**src/rtl/fetch_unit.sv**
```systemverilog
// Instruction fetch front end: issues 4-wide cache reads, tracks the 2-cycle read latency and
// buffers returned bundles toward decode. Optional macro FETCH_BYPASS_EN adds a FIFO bypass.
module fetch_unit #(
  parameter logic [15:1] RESET_PC   = 15'h0000,
  parameter int          FIFO_DEPTH = 4
) (
  input  logic              clk,
  input  logic              rst_n,
  input  logic              fetch_en,
  input  logic              redirect_valid,
  input  logic [15:1]       redirect_pc,
  output logic [3:0][15:1]  pc_array,
  input  logic [3:0][15:0]  instructions,
  output logic              bundle_valid,
  input  logic              bundle_ready,
  output logic [15:1]       bundle_pc,
  output logic [3:0][15:0]  bundle_instr
);

  localparam int AW = $clog2(FIFO_DEPTH);
  localparam int CW = AW + 1;
  localparam logic [CW:0] DEPTH_C = FIFO_DEPTH[CW:0];

  logic [15:1]      r_pc;
  logic             r_s0_vld;
  logic [15:1]      r_s0_pc;
  logic             r_s1_vld;
  logic [15:1]      r_s1_pc;
  logic [15:1]      r_mem_pc    [FIFO_DEPTH];
  logic [3:0][15:0] r_mem_instr [FIFO_DEPTH];
  logic [AW-1:0]    r_wr_ptr;
  logic [AW-1:0]    r_rd_ptr;
  logic [CW-1:0]    r_count;

  logic [1:0]       w_inflight;
  logic [CW:0]      w_occ;
  logic             w_issue;
  logic             w_fifo_vld;
  logic             w_byp;
  logic             w_push;
  logic             w_pop;

  // Credit check counts both buffered bundles and reads still in flight, so returns never overflow
  assign w_inflight = {1'b0, r_s0_vld} + {1'b0, r_s1_vld};
  assign w_occ      = {1'b0, r_count} + {{(CW-1){1'b0}}, w_inflight};
  assign w_issue    = fetch_en && !redirect_valid && (w_occ < DEPTH_C);
  assign w_fifo_vld = (r_count != {CW{1'b0}});
  assign w_pop      = w_fifo_vld && bundle_ready;

`ifdef FETCH_BYPASS_EN
  assign w_byp  = (r_count == {CW{1'b0}}) && r_s1_vld && !redirect_valid;
  assign w_push = r_s1_vld && !redirect_valid && !(w_byp && bundle_ready);
`else
  assign w_byp  = 1'b0;
  assign w_push = r_s1_vld && !redirect_valid;
`endif

  // Cache read addresses for the current fetch pc
  always_comb begin
    for (int k = 0; k < 4; k++) begin
      pc_array[k] = r_pc + 15'(k);
    end
  end

  // Decode-side view of the FIFO head (or of the bypassed return)
  always_comb begin
    bundle_valid = 1'b0;
    bundle_pc    = 15'h0000;
    bundle_instr = '0;
    if (w_fifo_vld) begin
      bundle_valid = 1'b1;
      bundle_pc    = r_mem_pc[r_rd_ptr];
      bundle_instr = r_mem_instr[r_rd_ptr];
    end else if (w_byp) begin
      bundle_valid = 1'b1;
      bundle_pc    = r_s1_pc;
      bundle_instr = instructions;
    end else begin
      bundle_valid = 1'b0;
      bundle_pc    = 15'h0000;
      bundle_instr = '0;
    end
  end

  // Fetch pc: redirect overrides sequential advance
  always_ff @(posedge clk or negedge rst_n) begin
    if (!rst_n) begin
      r_pc <= RESET_PC;
    end else if (redirect_valid) begin
      r_pc <= redirect_pc;
    end else if (w_issue) begin
      r_pc <= r_pc + 15'd4;
    end else begin
      r_pc <= r_pc;
    end
  end

  // Latency tracker; a redirect kills both stages
  always_ff @(posedge clk or negedge rst_n) begin
    if (!rst_n) begin
      r_s0_vld <= 1'b0;
      r_s0_pc  <= 15'h0000;
      r_s1_vld <= 1'b0;
      r_s1_pc  <= 15'h0000;
    end else begin
      r_s0_vld <= w_issue;
      r_s0_pc  <= r_pc;
      r_s1_vld <= r_s0_vld && !redirect_valid;
      r_s1_pc  <= r_s0_pc;
    end
  end

  // Bundle FIFO; flush on redirect wins over any push or pop
  always_ff @(posedge clk or negedge rst_n) begin
    if (!rst_n) begin
      r_wr_ptr <= {AW{1'b0}};
      r_rd_ptr <= {AW{1'b0}};
      r_count  <= {CW{1'b0}};
      for (int i = 0; i < FIFO_DEPTH; i++) begin
        r_mem_pc[i]    <= 15'h0000;
        r_mem_instr[i] <= '0;
      end
    end else if (redirect_valid) begin
      r_wr_ptr <= {AW{1'b0}};
      r_rd_ptr <= {AW{1'b0}};
      r_count  <= {CW{1'b0}};
    end else begin
      if (w_push) begin
        r_mem_pc[r_wr_ptr]    <= r_s1_pc;
        r_mem_instr[r_wr_ptr] <= instructions;
        r_wr_ptr              <= r_wr_ptr + {{(AW-1){1'b0}}, 1'b1};
      end else begin
        r_wr_ptr <= r_wr_ptr;
      end
      if (w_pop) begin
        r_rd_ptr <= r_rd_ptr + {{(AW-1){1'b0}}, 1'b1};
      end else begin
        r_rd_ptr <= r_rd_ptr;
      end
      case ({w_push, w_pop})
        2'b10:   r_count <= r_count + {{(CW-1){1'b0}}, 1'b1};
        2'b01:   r_count <= r_count - {{(CW-1){1'b0}}, 1'b1};
        default: r_count <= r_count;
      endcase
    end
  end

endmodule
```
**config.mk**
```make
export PLATFORM = sky130hd
export DESIGN_NAME = fetch_unit
export DESIGN_NICKNAME = d
export VERILOG_FILES = /design/src/rtl/fetch_unit.sv
export SDC_FILE = /design/constraint.sdc
export NUM_CORES = 1
export LEC_CHECK = 0
export CAP_MARGIN = 20
export CELL_PAD_IN_SITES_DETAIL_PLACEMENT = 1
export CELL_PAD_IN_SITES_GLOBAL_PLACEMENT = 1
export CORE_MARGIN = 5
export CORE_UTILIZATION = 40
export CTS_BUF_LIST = sky130_fd_sc_hd__clkbuf_16
export CTS_CLUSTER_SIZE = 40
export DETAILED_ROUTE_END_ITERATION = 7
export PLACE_DENSITY_LB_ADDON = 0.1
export SYNTH_ARGS = -nofsm -noshare
export SYNTH_HDL_FRONTEND = slang
export SYNTH_SLANG_ARGS = --single-unit
```
**constraint.sdc**
```tcl
create_clock -name clk -period 2.33 [get_ports clk]
set_clock_uncertainty 0.05 [all_clocks]
set_input_delay 0.5825 -clock clk [delete_from_list [all_inputs] [get_ports clk]]
set_output_delay 0.5825 -clock clk [all_outputs]
set_load 0.02 [all_outputs]
```
# Word level (Yosys, flattened, before mapping)
# Index checks and enable logic that the tools add are counted.
# op_classes
n_reduce_logical	13
n_addsub	10
bitwise	3
n_eq_ne	2
n_mux	23
magnitude_cmp	4
# op_table
op	count
bitwise mux 256 bit	1
two-way mux 64 bit	4
binary-select mux 64 bit (select 2 bit)	1
demux 64 bit (select 2 bit)	1
two-way mux 15 bit	6
bitwise mux 60 bit	1
adder 15 x 2 -> 15 bit (second input constant)	2
binary-select mux 15 bit (select 2 bit)	1
demux 15 bit (select 2 bit)	1
adder 15 x 1 -> 15 bit (second input constant)	1
adder 15 x 3 -> 15 bit (second input constant)	1
two-way mux 2 bit	4
>= comparator 3 bit (second input constant)	2
logical AND 1 bit	6
inverter 2 -> 3 bit	2
case mux 3 bit (2 select lines)	1
nonzero test 2 bit	3
nonzero test 3 bit	2
adder 2 x 1 -> 2 bit (second input constant)	2
adder 3 x 2 -> 4 bit	1
less-than comparator 4 x 3 -> 1 bit (second input constant)	1
adder 3 x 1 -> 3 bit (second input constant)	1
less-than comparator 3 x 1 -> 1 bit (second input constant)	1
two-way mux 3 bit	1
8 further kinds	8
# word_totals
ff_bits	370
word_cells	83
in_bits	84
output_inout_bits	140

# Depth between registers and ports, before layout
# logic_depth
ltp_word	6
mapped_depth	9
ltp_nobuf	7

# Worst setup path after synthesis
# Ideal clock, no wire load.
# synth_timing
kind	flip-flop to output port
startpoint	register r_pc[3] in the netlist's numbering
endpoint	output port pc_array[44] in the netlist's numbering
t_arrival_ps	1962
setup_slack_ps	-264
stages_incl_launch_ff	6
cell_sequence	dfrtp_1 ha_1 nand3_2 nor4_1 nand2_1 xnor2_1
# synth_lines
item	line_no	source
start, declared	24	logic [15:1] r_pc;
start signal, assigned	90	r_pc <= redirect_pc;
start signal, assigned	92	r_pc <= r_pc + 15'd4;
start signal, assigned	94	r_pc <= r_pc;
end, declared	12	output logic [3:0][15:1] pc_array,

==> flow_metrics.tcl <==
set metrics [dict create \
    mostFrequentLayoutCells "dfrtp_1 (361), mux2_2 (316), buf_4 (129), buf_6 (108), clkdlybuf4s50_1 (82)" \
    syn_inst 1129 \
    cts_made_buffers 44 \
    cellLeakagePower_nw 11.2 \
    setup_viol 117 \
    numPortBuffers 223 \
    clock.fmax_mhz 351 \
    grt_max_degree 65 \
    fin_cells 2062 \
    finalMaxSlewViolations 0 \
    hold_path.class "reg2reg" \
    dp_hpwl_um 28800 \
    violations "negative setup slack" \
    utilization 0.558 \
    die-area_sq_um 46500 \
    status "finished with violations" \
    die_w_um 216 \
    cts_tree "done" \
    routed.top_layer "met4" \
    layout-drive-gt1-share 0.601 \
    fin_crit_sh 1.22 \
    die_h_um 216 \
    syn-num-nets 1224 \
    crit_slowest_cell "dfrtp_4" \
    grt_overflow 0 \
    post-place-cells 1915 \
    maxCapViolCount 0 \
    rsz0062_at_grt "yes" \
    crit_arrival_ns 2.22 \
    end_kind "output port" \
    seqCellArea_sq_um 9280 \
    avgRoutedWirePerCell_um 22.6 \
    min_period_ns 2.85 \
    wl_met2_um 23400 \
    antenna_found_initial 0 \
    synth_area_leaders "dfrtp_1 (55%), mux2_2 (21%), mux4_2 (11%)" \
    crit_required_ns 1.70 \
    avgSynthCellArea_sq_um 15.0 \
    holdWs_ns 0.299 \
    ys.flop_type "dfrtp_1" \
    crit_chain "buf_12 > buf_12 > buf_6 > mux4_2 > and2_4 > buf_6" \
    clk_pin_slew_ns 0.06 \
    final_common_cell "dfrtp_1" \
    fin_ws_ns -0.518 \
    gp_congestion 0.762 \
    drcViolationCount 0 \
    routed_wirelength_um 46600 \
    synthesis.area_sq_um 16900 \
    stdcell_area_sq_um 23400 \
    vdd_ir_drop_max_mv 0.571 \
    dpl_cell_area_sq_um 20700 \
    grt_pass1_vias 12535 \
    wl_met3_um 2040 \
    drt_first_pass_iters 4 \
    hold_viol_final 0 \
    rows 75 \
    async_flop_share 1.00 \
    critPathLaunchType "flip-flop" \
    h-tree-depth 2 \
    grt_pass1_wl_um 73900 \
    ioPinCount 224 \
    ant_nets 0 \
    slew_headroom 0.650 \
    cts_buffer_depth 3 \
    cp_slowest_stage_delay_ns 0.52 \
    synth_largest_area_cell "dfrtp_1" \
    cts_root_buf "clkbuf_16" \
    synth-edff-count 0 \
    routedLengthMet1_um 20300 \
    yosysUniqueCellTypes 49 \
    drtIter0Drc 419 \
    num_vias 10843 \
    core-area_sq_um 41900 \
    cp_top_family "buffers and inverters" \
    critPathBufInv 4 \
    ys_seq_area_frac 0.548 \
    path_class "reg2out" \
    critPathMaxFanout 8 \
    layout.nets 1585 \
    clock-sinks 370 \
    synth_top_area_frac 0.548 \
    synth_warnings 0 \
    via_per_inst 5.26 \
    grtUsageTotal 0.200 \
    clk_latency_ns 0.55 \
    synth_seq_cells 370 \
    syn_to_final_growth_pct 38.3 \
    initial_core_util 0.404 \
    fillCellCount 3980 \
    powerDensity_nw_per_um2 1000 \
    max_slew.worst_pin.slew_ns 0.525 \
    multi_input_area_sq_um 7990 \
    tns_ns -46.08 \
]
-- path summary, 6_finish.rpt --
path | startpoint | endpoint | slack, ns | cells past startpoint
max in group asynchronous | rst_n | r_mem_instr[218] | 0.97 | 4
min in group asynchronous | rst_n | r_mem_instr[252] | 0.49 | 2
max | r_rd_ptr[0] | bundle_instr[49] | -0.52 | 6
max reg2reg | r_count[0] | r_pc[8] | 0.11 | 6
min reg2reg | r_s0_pc[15] | r_s1_pc[15] | 0.30 | 0
min | r_s0_pc[15] | r_s1_pc[15] | 0.30 | 0
-- state kept, by name, indices dropped and copies added (netlist names) --
name and count:
r_wr_ptr 2, r_pc 15, r_s1_pc 15, r_count 3, r_mem_instr 256, r_s0_vld 1
r_s0_pc 15, r_rd_ptr 2, r_mem_pc 60, r_s1_vld 1
-- Yosys cell counts, types with 2 or more instances --
| cell | n |
|---|---|
| mux2i_1 | 6 |
| a22oi_1 | 2 |
| nand4_1 | 5 |
| mux2_2 | 316 |
| buf_6 | 2 |
| inv_1 | 8 |
| and3_1 | 4 |
| a21oi_1 | 2 |
| nand3_1 | 8 |
| and2_1 | 80 |
| buf_4 | 6 |
| xnor2_1 | 31 |
| o31a_1 | 2 |
| buf_1 | 6 |
| xor2_1 | 17 |
| dfrtp_1 | 370 |
| nand2b_1 | 4 |
| ha_1 | 10 |
| nor3_1 | 5 |
| a211oi_1 | 3 |
| nand2_2 | 4 |
| clkbuf_1 | 25 |
| nand2_1 | 34 |
| nor3b_1 | 3 |
| mux4_2 | 79 |
| buf_2 | 45 |
| o21ai_0 | 7 |
| nor2b_1 | 5 |
| nor2_1 | 17 |
| nor4_1 | 4 |
-- routing by layer --
metal  vias up  track usage
li1       4785            -
met1      5784        0.271
met2       219        0.334
met3        55       0.0415
met4         0       0.0493
met5         -            0
-- area by class of cell --
cell class                 instances  share of cell area
sequential                       370               0.397
clock inverter                    33             0.00653
antenna                            1            0.000107
inverter                           8             0.00139
multi-input combinational        667               0.342
timing repair buffer             399               0.176
tap                              539              0.0289
clock buffer                      45              0.0482
-- logic make-up (layout without fill, tap and decap cells) --
family,after synthesis,after routing,synth area share
buf+inv,92,485,0.0260
fa+ha+maj,11,11,0.00859
compound gates,27,27,0.0140
xor+xnor,48,48,0.0249
mux,401,401,0.319
other cells,0,1,0
simple gates,180,180,0.0592
flops,370,370,0.548
-- worst reg2reg max path: stages, from the launching register on --
cell,delay [ns]
dfrtp_1,0.39
buf_4,0.17
ha_1,0.29
a21o_4,0.26
a2111oi_4,0.57
nor3b_1,0.10
a221o_1,0.27
-- what timing repair did --
item / in CTS / in global routing
hold endpoints to repair: 30 / 0
gates resized for setup: 804 / 121
hold buffers: 1 / 0
setup endpoints to repair: 140 / 120
pin swaps: 67 / 55
gates cloned: 6 / 0
setup buffers: 52 / 19
-- report_power, final --
group | internal [mW] | switching (mW)
sequential | 7.53 | 0.622
clock | 3.49 | 2.64
combinational | 5.05 | 4.10
total | 16.1 | 7.36
-- metrics by stage --
step | total power [mW] | setup slack (ns)
after detailed placement | 16.0 | -0.485
after global placement | 15.9 | -0.396
final | 23.4 | -0.518
after global routing | 24.7 | -0.583
after floorplan | 12.5 | -0.0393
after CTS | 23.3 | -0.627
Note: power is estimated with default switching activity, not from simulation.
